## config.mk

```make
export PLATFORM = sky130hd
export DESIGN_NAME = ram_bist_master
export DESIGN_NICKNAME = d
export VERILOG_FILES = /design/src/rtl/ram_bist_pkg.sv /design/src/rtl/ram_bist_rdpipe.sv /design/src/rtl/ram_bist_master.sv
export SDC_FILE = /design/constraint.sdc
export NUM_CORES = 1
export LEC_CHECK = 0
export BUFFER_PORTS_ARGS = -buffer_cell sky130_fd_sc_hd__buf_2
export CAP_MARGIN = 5
export CORE_UTILIZATION = 60
export CTS_CLUSTER_SIZE = 12
export DETAILED_ROUTE_END_ITERATION = 8
export GPL_TIMING_DRIVEN = 0
export PLACE_DENSITY = 0.95
export SKIP_LAST_GASP = 1
export SYNTH_ARGS = -nofsm -noshare
export SYNTH_HDL_FRONTEND = slang
export SYNTH_HIERARCHICAL = 1
export SYNTH_SLANG_ARGS = --single-unit
```

## constraint.sdc

```tcl
create_clock -name clk -period 8.45 [get_ports clk]
set_clock_uncertainty 0.2 [all_clocks]
set_input_delay 0.4225 -clock clk [delete_from_list [all_inputs] [get_ports clk]]
set_output_delay 0.4225 -clock clk [all_outputs]
set_load 0.03 [all_outputs]
```

## src/rtl/ram_bist_pkg.sv

```systemverilog
// Shared definitions for the RAM BIST master: controller states and the write-data pattern.
package ram_bist_pkg;

    typedef enum logic [2:0] {
        StIdle  = 3'd0,
        StWrite = 3'd1,
        StRead  = 3'd2,
        StDrain = 3'd3,
        StDone  = 3'd4
    } bist_state_e;

    // Full-width product; callers truncate to their data width.
    function automatic logic [31:0] bist_pattern(input logic [31:0] addr, input int unsigned mult);
        return addr * mult;
    endfunction

endpackage

```

## src/rtl/ram_bist_rdpipe.sv

```systemverilog
// Read-side delay line matching RAM latency, with data compare and first-failure capture.
module ram_bist_rdpipe
    import ram_bist_pkg::*;
#(
    parameter int unsigned ADDR_W   = 16,
    parameter int unsigned DATA_W   = 8,
    parameter int unsigned MULT     = 10,
    parameter int unsigned READ_LAT = 1
) (
    input  logic              clk,
    input  logic              reset,
    input  logic              clear,
    input  logic              rd_valid,
    input  logic [ADDR_W-1:0] rd_addr,
    input  logic [DATA_W-1:0] mem_data_out,
    output logic [ADDR_W:0]   err_count,
    output logic [ADDR_W-1:0] first_fail_addr,
    output logic [DATA_W-1:0] first_fail_data
);

    localparam logic [ADDR_W:0] ErrOne = (ADDR_W + 1)'(1);

    logic              emerge_valid;
    logic [ADDR_W-1:0] emerge_addr;
    logic [DATA_W-1:0] expected;
    logic              mismatch;

    logic [ADDR_W:0]   err_q;
    logic [ADDR_W-1:0] ffa_q;
    logic [DATA_W-1:0] ffd_q;

    if (READ_LAT == 0) begin : g_nolat
        assign emerge_valid = rd_valid;
        assign emerge_addr  = rd_addr;
    end else begin : g_lat
        logic [READ_LAT-1:0] vld_q;
        logic [ADDR_W-1:0]   addr_q [READ_LAT];

        always_ff @(posedge clk) begin
            if (reset || clear) begin
                vld_q <= '0;
                for (int i = 0; i < int'(READ_LAT); i++) begin
                    addr_q[i] <= '0;
                end
            end else begin
                vld_q[0]  <= rd_valid;
                addr_q[0] <= rd_addr;
                for (int i = 1; i < int'(READ_LAT); i++) begin
                    vld_q[i]  <= vld_q[i-1];
                    addr_q[i] <= addr_q[i-1];
                end
            end
        end

        assign emerge_valid = vld_q[READ_LAT-1];
        assign emerge_addr  = addr_q[READ_LAT-1];
    end

    assign expected = DATA_W'(bist_pattern(32'(emerge_addr), MULT));
    assign mismatch = emerge_valid && (mem_data_out != expected);

    always_ff @(posedge clk) begin
        if (reset || clear) begin
            err_q <= '0;
            ffa_q <= '0;
            ffd_q <= '0;
        end else if (mismatch) begin
            err_q <= err_q + ErrOne;
            if (err_q == '0) begin
                ffa_q <= emerge_addr;
                ffd_q <= mem_data_out;
            end
        end
    end

    assign err_count       = err_q;
    assign first_fail_addr = ffa_q;
    assign first_fail_data = ffd_q;

endmodule

```

## src/rtl/ram_bist_master.sv

```systemverilog
// BIST master: writes a multiplicative pattern to every RAM address, then reads back and compares.
module ram_bist_master
    import ram_bist_pkg::*;
#(
    parameter int unsigned ADDR_W   = 16,
    parameter int unsigned DATA_W   = 8,
    parameter int unsigned MULT     = 10,
    parameter int unsigned READ_LAT = 1
) (
    input  logic              clk,
    input  logic              reset,
    input  logic              start,
    output logic [ADDR_W-1:0] mem_addr,
    output logic [DATA_W-1:0] mem_data_in,
    output logic              mem_wr,
    output logic              mem_cs,
    input  logic [DATA_W-1:0] mem_data_out,
    output logic              busy,
    output logic              done,
    output logic              pass,
    output logic [ADDR_W:0]   err_count,
    output logic [ADDR_W-1:0] first_fail_addr,
    output logic [DATA_W-1:0] first_fail_data
);

    localparam logic [ADDR_W-1:0] KLast     = {ADDR_W{1'b1}};
    localparam logic [ADDR_W-1:0] KOne      = ADDR_W'(1);
    localparam logic [1:0]        DrainLast = (READ_LAT > 0) ? 2'(READ_LAT - 1) : 2'd0;

    bist_state_e       state_q, state_d;
    logic [ADDR_W-1:0] k_q, k_d;
    logic [1:0]        drain_q, drain_d;
    logic              clear;
    logic              rd_valid;

    always_ff @(posedge clk) begin
        if (reset) begin
            state_q <= StIdle;
            k_q     <= '0;
            drain_q <= '0;
        end else begin
            state_q <= state_d;
            k_q     <= k_d;
            drain_q <= drain_d;
        end
    end

    always_comb begin
        state_d     = state_q;
        k_d         = k_q;
        drain_d     = drain_q;
        clear       = 1'b0;
        rd_valid    = 1'b0;
        mem_cs      = 1'b0;
        mem_wr      = 1'b0;
        mem_addr    = '0;
        mem_data_in = '0;
        unique case (state_q)
            StIdle, StDone: begin
                if (start) begin
                    state_d = StWrite;
                    k_d     = '0;
                    clear   = 1'b1;
                end
            end
            StWrite: begin
                mem_cs      = 1'b1;
                mem_wr      = 1'b1;
                mem_addr    = k_q;
                mem_data_in = DATA_W'(bist_pattern(32'(k_q), MULT));
                if (k_q == KLast) begin
                    state_d = StRead;
                    k_d     = '0;
                end else begin
                    k_d = k_q + KOne;
                end
            end
            StRead: begin
                mem_cs   = 1'b1;
                mem_addr = k_q;
                rd_valid = 1'b1;
                if (k_q == KLast) begin
                    state_d = (READ_LAT > 0) ? StDrain : StDone;
                    k_d     = '0;
                    drain_d = '0;
                end else begin
                    k_d = k_q + KOne;
                end
            end
            StDrain: begin
                // Keep the RAM selected until the last in-flight read has been compared.
                mem_cs   = 1'b1;
                mem_addr = KLast;
                if (drain_q == DrainLast) begin
                    state_d = StDone;
                end else begin
                    drain_d = drain_q + 2'd1;
                end
            end
            default: state_d = StIdle;
        endcase
    end

    ram_bist_rdpipe #(
        .ADDR_W  (ADDR_W),
        .DATA_W  (DATA_W),
        .MULT    (MULT),
        .READ_LAT(READ_LAT)
    ) u_rdpipe (
        .clk            (clk),
        .reset          (reset),
        .clear          (clear),
        .rd_valid       (rd_valid),
        .rd_addr        (k_q),
        .mem_data_out   (mem_data_out),
        .err_count      (err_count),
        .first_fail_addr(first_fail_addr),
        .first_fail_data(first_fail_data)
    );

    assign busy = (state_q == StWrite) || (state_q == StRead) || (state_q == StDrain);
    assign done = (state_q == StDone);
    assign pass = done && (err_count == '0);

endmodule

```

# After elaboration in Yosys (flattened, before gate mapping)
# Memories as Yosys holds them, arrays and structs flattened.
# Index checks and enable logic that the tools add are counted.
[word_totals]
elab_cells = 65
mem_bits_rw = 16
mem_count = 1
inputBits = 11
out_inout_bits = 70
ff_bits = 63
[op_classes]
reduce_logical = 18
multipliers = 2
addsub = 3
mux = 23
n_eq_ne = 11
[mem_list]
columns = ["memory", "depth", "word_bits", "read_ports", "rd_clocked_by_memory_dff", "write_ports", "line_no", "rtl"]
rows = [
  ["u_rdpipe.g_lat.addr_q", 1, 16, 1, 0, 1, "ram_bist_rdpipe.sv:37", "logic [ADDR_W-1:0] addr_q [READ_LAT];"],
]
[op_table]
columns = ["op", "n"]
rows = [
  ["$pmux W16 S2", 2],
  ["$mux W16", 3],
  ["$mul A16 B3 Y7 const B", 2],
  ["$add A17 B1 Y17 const B", 1],
  ["$logic_not A17 Y1", 1],
  ["$add A16 B1 Y16 const B", 1],
  ["$eq A16 B16 Y1 const B", 1],
  ["$reduce_or A16 Y1", 1],
  ["$mux W3", 4],
  ["$pmux W3 S4", 1],
  ["$ne A2 B2 Y1 const B", 5],
  ["$mux W1", 9],
  ["$mux W8", 1],
  ["$ne A8 B8 Y1", 1],
  ["$eq A3 B2 Y1 const B", 2],
  ["$mux W2", 2],
  ["$pmux W2 S2", 1],
  ["$reduce_and A2 Y1", 2],
  ["$reduce_and A4 Y1", 1],
  ["$reduce_bool A2 Y1", 2],
  ["$reduce_or A2 Y1", 2],
  ["$eq A3 B1 Y1 const B", 1],
  ["$eq A3 B3 Y1 const B", 1],
  ["$logic_not A3 Y1", 1],
  ["other kinds (6)", 9],
]

# Depth between registers and ports, before layout
[depth]
word_depth = 7
mapped_depth = 13
mapped_depth_nobuf = 10

# By module
# The synthesis kept the hierarchy.
[by_module_without_submodules]
columns = ["module", "cells_each", "n_inst", "area_each_um2", "seq_area_each_um2"]
rows = [
  ["ram_bist_rdpipe", 266, 1, 2503.7, 1161.1],
  ["ram_bist_master", 228, 1, 1674.1, 420.4],
]

# Worst setup path before layout
# OpenSTA, ideal clock, no wires.
[synth_timing]
kind = "register to register"
startpoint = "mem u_rdpipe.g_lat.addr_q[0][1]"
endpoint = "reg u_rdpipe.ffa_q[0] (netlist: u_rdpipe/first_fail_addr[0])"
t_arrival_ps = 2632
required_time_ps = 8122
setup_ps = 128
path_buffers = 3
slack_ps = 5490
period_less_slack_ps = 2960
path_stages_with_launch = 14
cell_sequence = "dfxtp_1 ha_1 ha_1 inv_1 fa_1 xnor2_1 nor4_1 and3_1 clkbuf_2 a21oi_1 buf_4 buf_6 mux2i_1 nor2_1"
[synth_via]
elab_chain_len = 5
[synth_lines]
columns = ["item", "line_no", "rtl"]
rows = [
  ["start, declared", "ram_bist_rdpipe.sv:37", ""],
  ["$mem_v2 Z1 W16", "n/a", ""],
  ["$mul A16 B3 Y7", "ram_bist_pkg.sv:14", "return addr * mult;"],
  ["$ne A8 B8 Y1", "ram_bist_rdpipe.sv:60", "assign mismatch = emerge_valid && (mem_data_out != expected);"],
  ["$logic_and A1 B1 Y1", "ram_bist_rdpipe.sv:60", ""],
  ["$reduce_and A2 Y1 (no source line)", "n/a", ""],
  ["end signal, assigned", "ram_bist_rdpipe.sv:70", "ffa_q <= emerge_addr;"],
  ["end, declared", "ram_bist_rdpipe.sv:29", "logic [ADDR_W-1:0] ffa_q;"],
]
# No other way between the ends.
# A chain may end at the register's enable or synchronous reset.

# Worst setup path in the final report
[layout_timing]
startpoint = "mem u_rdpipe.g_lat.addr_q[0][1]"
endpoint = "reg u_rdpipe.ffa_q[1] (netlist: u_rdpipe/first_fail_addr[1])"
[layout_via]
elab_chain_len = 5
[layout_lines]
columns = ["item", "line_no"]
rows = [
  ["$mem_v2 Z1 W16 *", "n/a"],
  ["$mul A16 B3 Y7", "ram_bist_pkg.sv:14"],
  ["$ne A8 B8 Y1", "ram_bist_rdpipe.sv:60"],
  ["$logic_and A1 B1 Y1", "ram_bist_rdpipe.sv:60"],
  ["$reduce_and A2 Y1 (no source line)", "n/a"],
]
# Every way passes the cells marked *; elsewhere a longest branch is shown, timed or not.

==> flow_summary.toml <==
[run_status]
status = "completed"

[route]
routed_wl_um = 11000
wire_per_inst_um = 16.4
drt_first_pass_iters = 5
drcViolationCount = 0
num_vias = 4217
drt-initial-drc-count = 314
ant_nets = 0
avgViaCountPerCell = 6.30

[layout]
num-fill-cells = 498
fin_nets = 615
area_growth_pct = 16.1
antenna_cells = 0
final_util = 0.718
drive_gt1_frac = 0.200
stdcell_count = 669

[clock_network]
clock_latency_ns = 0.36
numCtsBuffers = 9
cts_htree_levels = 3
cts_sinks = 79
cts_tree = "done"
cts_setup_buffers = 0
holdBufCountCts = 0
cts_resized = 0
clk_pin_slew_worst_paths_ns = 0.08
cts-root-buf = "clkbuf_8"
clock_path_buffers = 2

[timing]
period_minus_slack_ns = 3.45
drv_slew = 0
max_slew_margin = 0.600
fmax_ghz = 0.290
setup_tns_ns = 0
layout_worst_path_cycle_share = 0.408
worstMarginPinSlew_ns = 0.598
final-hold-violation-count = 0
rsz0062_at_grt = "false"
setup_viol = 0

[placement]
dpl.hpwl_um = 8060
gp_congestion = 0.918
port_buffers = 79
dp.cells = 653

[synth]
synthDistinctLibCells = 60
synth_area_mm2 = 0.00418
synth_edf_count = 0
synth_top_cell_by_area = "dfxtp_1"
ys_warn_count = 6
syn_avg_cell_area_um2 = 8.46
synthTopCellsByArea = "dfxtp_1 (38%), nand2_1 (6.1%), ha_1 (5.4%)"
ys_async_sr_fraction = 0
synth-seq-cells = 79
synth_cells = 494
synth-seq-area-share = 0.379
ys.flop_type = "dfxtp_1"
synthesis.nets = 525
synth_top_area_frac = 0.379

[run]
cap_violations = 0

[floorplan]
ios = 81
die_h_um = 85.4
coreArea_mm2 = 0.00676
core.rowCount = 30
die_x_um = 85.4
dieArea_mm2 = 0.00730
initial_core_util = 0.618

[power]
pwr-share-clk = 0.350
switchingPower_mw = 0.221
p_seq_frac = 0.522
leakage_nw = 2.15
swShare = 0.301
peakVddDrop_uv = 97.6
p_per_area_mw_per_mm2 = 152
total_power_mw = 0.735
internal_power_mw = 0.514
combPwrFrac = 0.128

[global_routing]
antenna_found_initial = 0
overflow = 0
grt.total_usage = 0.311
grt_pass1_vias = 3923
grt_max_degree = 16
grt_pass1_wl_um = 18100

[critical_path]
slowest_delay_ns = 0.43
crit_path_cell_trace = "ha_1 -> ha_1 -> inv_1 -> fa_1 -> xnor2_1 -> nor4_1 -> and3_1 -> clkbuf_2 -> a21oi_1 -> buf_4 -> buf_6 -> mux2i_1 -> nor2_1"
critPathMostFrequentCell = "ha_1"
worstSetupEndpointType = "flip-flop"
crit_required_ns = 8.47
crit_path_max_fanout = 10
crit_arrival_ns = 3.47
worst_path_max_delay_cell = "fa_1"
cp-start-kind = "flip-flop"
worst-setup-path-type = "flip-flop to flip-flop"

[hold_path]
hold_path_class = "input port to flip-flop"
-- routing by layer --
metal,wire length [µm],track usage,vias to the layer above
met3,998,0.0525,36
met2,5420,0.540,272
met4,281,0.150,0
li1,-,-,1934
met1,4300,0.374,1975
met5,0,0,-
-- stage by stage --
stage | cell area [µm²] | hold WS [ns] | setup WS [ns]
2_1_floorplan | 4180 | 0.221 | 5.49
3_3_place_gp | 4670 | 0.231 | 5.24
3_5_place_dp | 4670 | 0.244 | 5.11
4_1_cts | 4850 | 0.142 | 5.05
5_1_grt | 4850 | 0.152 | 4.81
6_report | 4850 | 0.138 | 5.00
-- worst paths after layout --
check / slack, ns / depth (start not counted) / startpoint / end
worst max-delay path: 5.00 / 13 / u_rdpipe/g_lat.addr_q[0][1] / u_rdpipe/first_fail_addr[1]
worst min-delay path: 0.14 / 3 / mem_data_out[7] / u_rdpipe/first_fail_data[7]
worst max register to register: 5.00 / 13 / u_rdpipe/g_lat.addr_q[0][1] / u_rdpipe/first_fail_addr[1]
worst min register to register: 0.26 / 2 / u_rdpipe/first_fail_addr[8] / u_rdpipe/first_fail_addr[8]
-- synthesized netlist by cell type (3+ instances only) --
library cell  instances
buf_4                 3
nor3_1                8
or3_1                 3
mux2i_1              14
xor2_1                5
and2_1               21
buf_2                 4
a31oi_1              11
nor4_1                9
nor2_1               39
clkbuf_1             17
or4_1                 8
nand4_1              12
nand3b_1              4
and3_1               10
ha_1                 18
xnor2_1              19
a211oi_1              4
a21oi_1              18
buf_6                 3
o22ai_1               3
nand2_1              68
a32oi_1               4
inv_1                12
o21ai_0              17
dfxtp_1              79
o31ai_1               6
nand2b_1              4
nand3_1              29
-- sequential cells by signal, summed over array words and instances, names as in the netlist --
name                      count
k_q                          16
u_rdpipe/err_count           17
u_rdpipe/first_fail_data      8
u_rdpipe/g_lat.addr_q        16
drain_q                       2
state_q                       3
u_rdpipe/emerge_valid         1
u_rdpipe/first_fail_addr     16
-- power groups by stage --
stage	clock (mW)	sequential [mW]	combinational (mW)
after global placement	0	0.392	0.0883
after floorplan	0	0.389	0.0669
final	0.257	0.384	0.0943
after CTS	0.258	0.384	0.0921
after global routing	0.278	0.385	0.101
after detailed placement	0	0.392	0.0917
-- area by class of cell --
class	count	area [µm²]	share of cell area
multi-input combinational	372	2380	0.490
buffer	31	173	0.0356
tap	80	100	0.0206
clock inverter	7	53.8	0.0111
clock buffer	9	124	0.0255
timing repair buffer	79	395	0.0815
sequential	79	1580	0.326
inverter	12	45.0	0.00929
-- cells in the final DEF, fill, tap and decap left out, drive strengths merged, types with 13 or more instances in the layout --
master and count:
nand4 13, clkbuf 29, xnor2 21, o21ai 19, buf 89, dfxtp 79
and2 21, nor2 39, mux2i 14, a21oi 19, nand3 30, inv 15
ha 18, nand2 68
-- critical path: cells and delay by family (launching register included) --
kind / cells / cell delay [ns]
adder cells (fa/ha/maj): 3 / 0.91
AND/OR/NAND/NOR: 3 / 0.68
buffers and inverters: 4 / 0.65
flip-flops: 1 / 0.40
multiplexers: 1 / 0.20
XOR/XNOR: 1 / 0.15
AO/OA/AOI/OAI: 1 / 0.10
-- cell families (layout without fill, tap and decap cells) --
group           after synthesis  in the layout  share of synthesized area
compound gates               81             81                      0.127
xor+xnor                     27             27                     0.0620
fa+ha+maj                    20             20                     0.0635
buf+inv                      43            138                     0.0521
flops                        79             79                      0.379
mux                          14             14                     0.0335
other cells                   1              1                   0.000898
simple gates                229            229                      0.283
Power figures use the tool's default switching activity.
